File: config.mk
export PLATFORM = sky130hd
export DESIGN_NAME = multiplicador_sequencial
export DESIGN_NICKNAME = d
export VERILOG_FILES = /design/src/rtl/multiplicador_sequencial.sv
export SDC_FILE = /design/constraint.sdc
export NUM_CORES = 1
export LEC_CHECK = 0
export ABC_AREA = 1
export BUFFER_PORTS_ARGS = -buffer_cell sky130_fd_sc_hd__buf_4
export CORE_MARGIN = 3
export CORE_UTILIZATION = 40
export CTS_CLUSTER_DIAMETER = 120
export DETAILED_ROUTE_END_ITERATION = 10
export SLEW_MARGIN = 30
export SYNTH_ARGS = -nofsm -noshare
export SYNTH_HDL_FRONTEND = slang
export SYNTH_HIERARCHICAL = 1
export SYNTH_SLANG_ARGS = --single-unit
File: constraint.sdc
create_clock -name Clk -period 3.5 [get_ports Clk]
set_input_delay 0.175 -clock Clk [delete_from_list [all_inputs] [get_ports Clk]]
set_output_delay 0.175 -clock Clk [all_outputs]
set_load 0.005 [all_outputs]
File: src/rtl/multiplicador_sequencial.sv
// Sequential 16x16 unsigned shift-and-add multiplier with a start/done handshake.
// One add-and-shift step per cycle through a 17-bit Adder; 18-cycle throughput.

module Adder (
  input  logic [15:0] OperandoA,
  input  logic [15:0] OperandoB,
  output logic [16:0] Soma
);

  assign Soma = {1'b0, OperandoA} + {1'b0, OperandoB};

endmodule

module multiplicador_sequencial (
  input  logic        Clk,
  input  logic        Reset,
  input  logic        St,
  input  logic [15:0] OperandoA,
  input  logic [15:0] OperandoB,
  output logic [31:0] Produto,
  output logic        Done,
  output logic        Idle
);

  typedef enum logic [1:0] {
    IDLE = 2'd0,
    CALC = 2'd1,
    DONE = 2'd2
  } state_t;

  state_t      state;
  logic [15:0] m;
  logic [31:0] p;
  logic [3:0]  cnt;
  logic [16:0] soma;
  logic [31:0] p_next;

  Adder u_adder (
    .OperandoA (p[31:16]),
    .OperandoB (m),
    .Soma      (soma)
  );

  // The adder carry becomes the new P[31]; otherwise a plain right shift.
  always_comb begin
    p_next = {1'b0, p[31:16], p[15:1]};
    if (p[0]) begin
      p_next = {soma, p[15:1]};
    end
  end

  always_ff @(posedge Clk or posedge Reset) begin
    if (Reset) begin
      state   <= IDLE;
      m       <= '0;
      p       <= '0;
      cnt     <= '0;
      Produto <= '0;
      Done    <= 1'b0;
      Idle    <= 1'b1;
    end else begin
      case (state)
        IDLE: begin
          Done <= 1'b0;
          if (St) begin
            m     <= OperandoA;
            p     <= {16'h0000, OperandoB};
            cnt   <= '0;
            state <= CALC;
            Idle  <= 1'b0;
          end
        end
        CALC: begin
          p   <= p_next;
          cnt <= cnt + 4'd1;
          if (cnt == 4'd15) begin
            Produto <= p_next;
            state   <= DONE;
            Done    <= 1'b1;
          end
        end
        DONE: begin
          state <= IDLE;
          Done  <= 1'b0;
          Idle  <= 1'b1;
        end
        default: begin
          state <= IDLE;
          Done  <= 1'b0;
          Idle  <= 1'b1;
        end
      endcase
    end
  end

endmodule

## After elaboration in Yosys (flattened, before gate mapping)

Cells that the tools add are included.

- Register bits: 88
- Bits in latches: 0
- RAM bits: 0
- Memory bits (read-only): 0
- Input port bits: 35
- Memories: 0

- Add/subtract/negate cells: 2
- Multipliers: 0
- Div/mod/pow operators: 0
- Magnitude comparators: 0
- Eq/ne operators: 4
- Shifts and indexed selects: 0
- Mux-type cells: 12
- Bitwise logic cells: 1
- Reduce and logical (&&, ||, !) cells: 7

Operator list:

| cell | count |
|---|---|
| 2-to-1 mux 32 bit | 2 |
| one-hot mux 32 bit (2 select lines) | 1 |
| adder 16 x 16 -> 17 bit | 1 |
| AND reduction 2 bit | 5 |
| one-hot mux 4 bit (2 select lines) | 1 |
| adder 4 x 1 -> 4 bit (second input constant) | 1 |
| == test 4 bit (second input constant) | 1 |
| 2-to-1 mux 2 bit | 2 |
| 2-to-1 mux 4 bit | 1 |
| inequality test 2 bit (second input constant) | 2 |
| one-hot mux 2 bit (2 select lines) | 1 |
| 2-to-1 mux 1 bit | 3 |
| == test 2 x 1 -> 1 bit (second input constant) | 1 |
| logical NOT 2 bit | 1 |
| one-hot mux 1 bit (2 select lines) | 1 |
| nonzero test 2 bit | 1 |
| inverter 1 bit | 1 |

## Depth between registers and ports, before layout

- Depth in word-level cells: 3
- Gate-level depth with buffers: 14
- Gate-level depth less buffers: 14

## Cells and area by module

Netlist, hierarchy kept.

Modules (own cells, without submodules):

| module | instances | cells each | area an instance (µm²) | seq. area each (µm²) |
|---|---|---|---|---|
| multiplicador_sequencial | 1 | 465 | 3809.9 | 2203.4 |
| Adder | 1 | 185 | 979.7 | 0.0 |

## Least setup slack after synthesis

OpenSTA, ideal clock, no wires.

- Kind: flip-flop to flip-flop
- Start: reg p[16]
- End: reg p[23]
- Arrival time: 1.730 ns
- Required time: 3.374 ns
- Setup slack: 1.644 ns
- Stages on the path, launching flop included: 13
- Path buffers: 0
- Clock period less this slack: 1.856 ns
- Cells stage by stage: dfrtp_1 ha_1 fa_1 nand2_1 nand2_1 and2_4 nand2_1 nand2_1 xor2_1 nand2_1 o21ai_0 nand2_1 o21ai_0

- Cells in the longest elaborated chain, start to end: 3

Ends and longest elaborated chain:

| what | line | source |
|---|---|---|
| start, declared | 33 | `logic [31:0] p;` |
| start signal, assigned | 67 | `p <= {16'h0000, OperandoB};` |
| start signal, assigned | 74 | `p <= p_next;` |
| adder 16 x 16 -> 17 bit | 10 | `assign Soma = {1'b0, OperandoA} + {1'b0, OperandoB};` |
| net soma[8] | 35 | `logic [16:0] soma;` |
| 2-to-1 mux 32 bit | 47 | `if (p[0]) begin` |
| one-hot mux 32 bit (2 select lines) | 62 | `case (state)` |

The timed path passes the listed nets, and every way through them passes these cells.
A chain may end at the register's enable or synchronous reset.

## Final worst setup path

- Start: reg state[0]
- End: reg p[1]

- Cells in the longest elaborated chain, start to end: 3
- Elaborated cells between the ends (all ways): 6
- Those cells by class: 2 x eq/ne; 1 x mux; 3 x reduce/logical

Ends and longest elaborated chain:

| what | line | source |
|---|---|---|
| start, declared | 31 | `state_t state;` |
| start signal, assigned | 54 | `state <= IDLE;` |
| start signal, assigned | 69 | `state <= CALC;` |
| start signal, assigned | 78 | `state <= DONE;` |
| == test 2 x 1 -> 1 bit / logical NOT 2 bit (equally long branches) | 62 |  |
| nonzero test 2 bit (no source line) / inequality test 2 bit (equally long branches) | n/a |  |
| AND reduction 2 bit (no source line) | n/a |  |

Parallel ways exist; a longest one is shown, timed or not.

==> results by group <==
Power and ir drop
  • Leak: 0.003058 uW
  • Pwr Total: 5279 uW
  • VDD IR-drop max: 299.1 uV
  • Pwr/cell area: 925.2 nW/um^2

Worst setup path
  • Crit path max-delay cell type: dfrtp_1
  • Worst path cell trace: nand2_2, buf_4, inv_1, nand2_1, nand2_1, nor2_1
  • WP buf/inv: 2
  • Crit path capture type: flip-flop
  • Most Frequent Cell on Critical Path: nand2_1
  • CP max FO: 25
  • Critical Path RT: 3740 ps
  • Top Family by Delay on Critical Path: buffers and inverters
  • Arrival @ worst endpoint: 2580 ps
  • Startpoint types: flip-flop
  • Critical setup path kind: flip-flop to flip-flop
  • CP max stage delay: 620 ps

Min path
  • Worst hold path type: input port to flip-flop

Die
  • Row cnt: 39
  • Starting Density: 41.42%
  • Full die area: 13320 um^2
  • Die W: 115.4 um
  • I/O pin cnt: 69
  • Core Box Area: 11560 um^2
  • Die Height: 115.4 um

CTS
  • Post_cts resized: 0
  • Clock buffer depth: 2
  • TritonCTS clock tree: done
  • Clk Latency, worst-skew pair: 350 ps
  • CTS Buf Count: 9
  • H-tree depth: 3
  • Root buf cell: clkbuf_16
  • CTS sink cnt: 88
  • Reg clk slew, reported paths: 60 ps
  • Post-CTS setup buffers: 0

STA
  • RSZ-0062 raised after global routing: no
  • Normalized max-slew margin: 46.20%
  • Clock Skews: 5.591 ps
  • Tmin final: 2347 ps
  • Final setup fails: 0
  • Fmax: 426.1 MHz
  • Fin. Hold Viols: 0
  • Slew @ Worst Pin: 806.2 ps
  • Final period utilization: 67.05%
  • Setup_tns: 0 ps
  • Final Slew Violations: 0

Routing
  • DRC violations left: 0
  • Total Wirelength: 11890 um
  • WL/cell: 13.81 um
  • Number of DRC markers in iteration 0: 258
  • Avg Vias per Cell: 4.923
  • ANT nets after route: 0
  • Pre-Repair DR Iteration Count: 5
  • Vias: 4239

Status
  • Status: finished, final reports clean

Placement
  • GP Congestion: 0.8291
  • PortBufs: 68
  • HPWL after detailed placement: 8668 um

Logic synthesis
  • Synth Register Bits: 88
  • Mapped Cells: 650
  • Synth warnings: 6
  • Syn Area/Cell: 7.369 um^2
  • Synthesized Nets: 703
  • Distinct cells, synth: 28
  • Post-Syn Area: 4790 um^2
  • Register area share after synthesis: 46.00%

Finish
  • # diodes: 0
  • Share of post-route cells with drive strength above 1: 16.30%
  • Synthesis-to-finish area growth: 19.12%
  • Final nets: 766
  • Core Util, Final: 49.33%

GRT
  • GRT Total Usage: 19.29%
  • Vias in the first global route: 4314
  • Total congestion overflow: 0
  • Largest net degree at the start of global routing: 36
  • First-pass GRT wire length: 20520 um
  • Initial antenna violation count: 0

Job
  • Max_cap viols: 0
[Yosys cell counts]
| cell | count | share of area [%] |
|---|---|---|
| buf_4 | 4 | 0.63 |
| nor3_2 | 3 | 0.63 |
| fa_1 | 1 | 0.42 |
| nor2_1 | 23 | 1.8 |
| o22ai_1 | 1 | 0.13 |
| nand4_1 | 2 | 0.26 |
| inv_2 | 5 | 0.39 |
| or2_1 | 1 | 0.13 |
| ha_1 | 17 | 4.4 |
| dfstp_2 | 1 | 0.55 |
| dfrtp_1 | 87 | 45 |
| o21ai_0 | 64 | 6.7 |
| clkbuf_1 | 16 | 1.3 |
| nand3_2 | 2 | 0.42 |
| xor2_1 | 6 | 1.1 |
| buf_6 | 1 | 0.24 |
| nor2_2 | 3 | 0.39 |
| a211oi_1 | 1 | 0.16 |
| nand3b_1 | 6 | 0.94 |
| inv_1 | 60 | 4.7 |
| or2_0 | 1 | 0.13 |
| nand2_1 | 283 | 22 |
| nand3_1 | 37 | 3.9 |
| and2_4 | 1 | 0.18 |
| xnor2_1 | 2 | 0.37 |
| nand2_2 | 10 | 1.3 |
| buf_2 | 4 | 0.42 |
| a21oi_1 | 8 | 0.84 |
[flip-flops by register name, indices dropped and copies added (netlist names)]
signal	flops
p	32
Produto	32
m	16
Done	1
cnt	4
Idle	1
state	2
[layout make-up]
cell class / count / area (um^2)
Clock buffer: 12 / 246.5
Timing Repair Buffer: 77 / 580.6
Multi-Input combinational cell: 472 / 2221
Tap cell: 143 / 178.9
Clock inverter: 4 / 28.78
Sequential cell: 88 / 2205
Fill cell: 1164 / 5859
Inverter: 65 / 245.2
[timing repair]
item / in CTS / in global routing
endpoints found under the setup margin: 0 / 0
endpoints found under the hold margin: 28 / 0
hold buffers: 1 / 0
[cell families (layout without fill, tap and decap cells)]
group | after synthesis | count (layout) | synth area share, %
fa+ha+maj | 18 | 18 | 4.859
compound gates | 74 | 74 | 7.811
xor+xnor | 8 | 8 | 1.463
simple gates | 372 | 372 | 32.24
flops | 88 | 88 | 46.00
buf+inv | 90 | 158 | 7.628
[cells in the final DEF (no fill, tap or decap), types with 5 or more instances in the layout]
master     synthesis  routed
nand3_1           37      37
nor2_1            23      23
inv_2              5       5
ha_1              17      17
nand2_2           10      10
buf_4              4      76
dfrtp_1           87      86
xor2_1             6       6
inv_1             60      59
clkbuf_16          0       9
nand3b_1           6       6
o21ai_0           64      64
a21oi_1            8       8
nand2_1          283     283
[power breakdown]
group	leakage [uW]	switching [uW]	total, uW	internal, uW
Sequential	0.00107	374	1870	1500
Combinational	0.00186	1500	2500	1000
Clock	0.000129	403	905	502
[metal layers]
layer / up-vias / GRT usage, % / wire [um]
met5: - / 0 / 0
met4: 0 / 7.668 / 272
met3: 18 / 2.977 / 439
met2: 97 / 29.21 / 5325
met1: 1971 / 27.85 / 5855
li1: 2153 / - / -
[worst paths after layout]
kind / to / depth (start not counted) / slack [ps] / startpoint
max: p[1]$_DFFE_PP0P_ / 6 / 1150 / state[0]$_DFFE_PP0P_
min: m[14]$_DFFE_PP0P_ / 3 / 30 / OperandoA[14]
max reg2reg: p[1]$_DFFE_PP0P_ / 6 / 1150 / state[0]$_DFFE_PP0P_
min reg2reg: m[12]$_DFFE_PP0P_ / 2 / 480 / m[12]$_DFFE_PP0P_
max in group asynchronous: Idle$_DFFE_PP1P_ / 4 / 2230 / Reset
min in group asynchronous: Produto[15]$_DFFE_PP0P_ / 3 / 420 / Reset
[through the flow]
step | setup slack [ps] | hold slack (ps) | instances | cell area, um^2
after floorplan | 1048 | 291.6 | 650 | 4790
after global placement | 1288 | 250.5 | 844 | 5419
after detailed placement | 1233 | 253.8 | 844 | 5419
after CTS | 1153 | 19.97 | 861 | 5704
after global routing | 891.0 | 26.70 | 861 | 5705
final | 1153 | 29.88 | 861 | 5705
[worst register-to-register path, cell delays in order (launching register included)]
cell	delay, ps
dfrtp_1	620
nand2_2	360
buf_4	330
inv_1	610
nand2_1	160
nand2_1	110
nor2_1	40
Power figures use the tool's default switching activity.
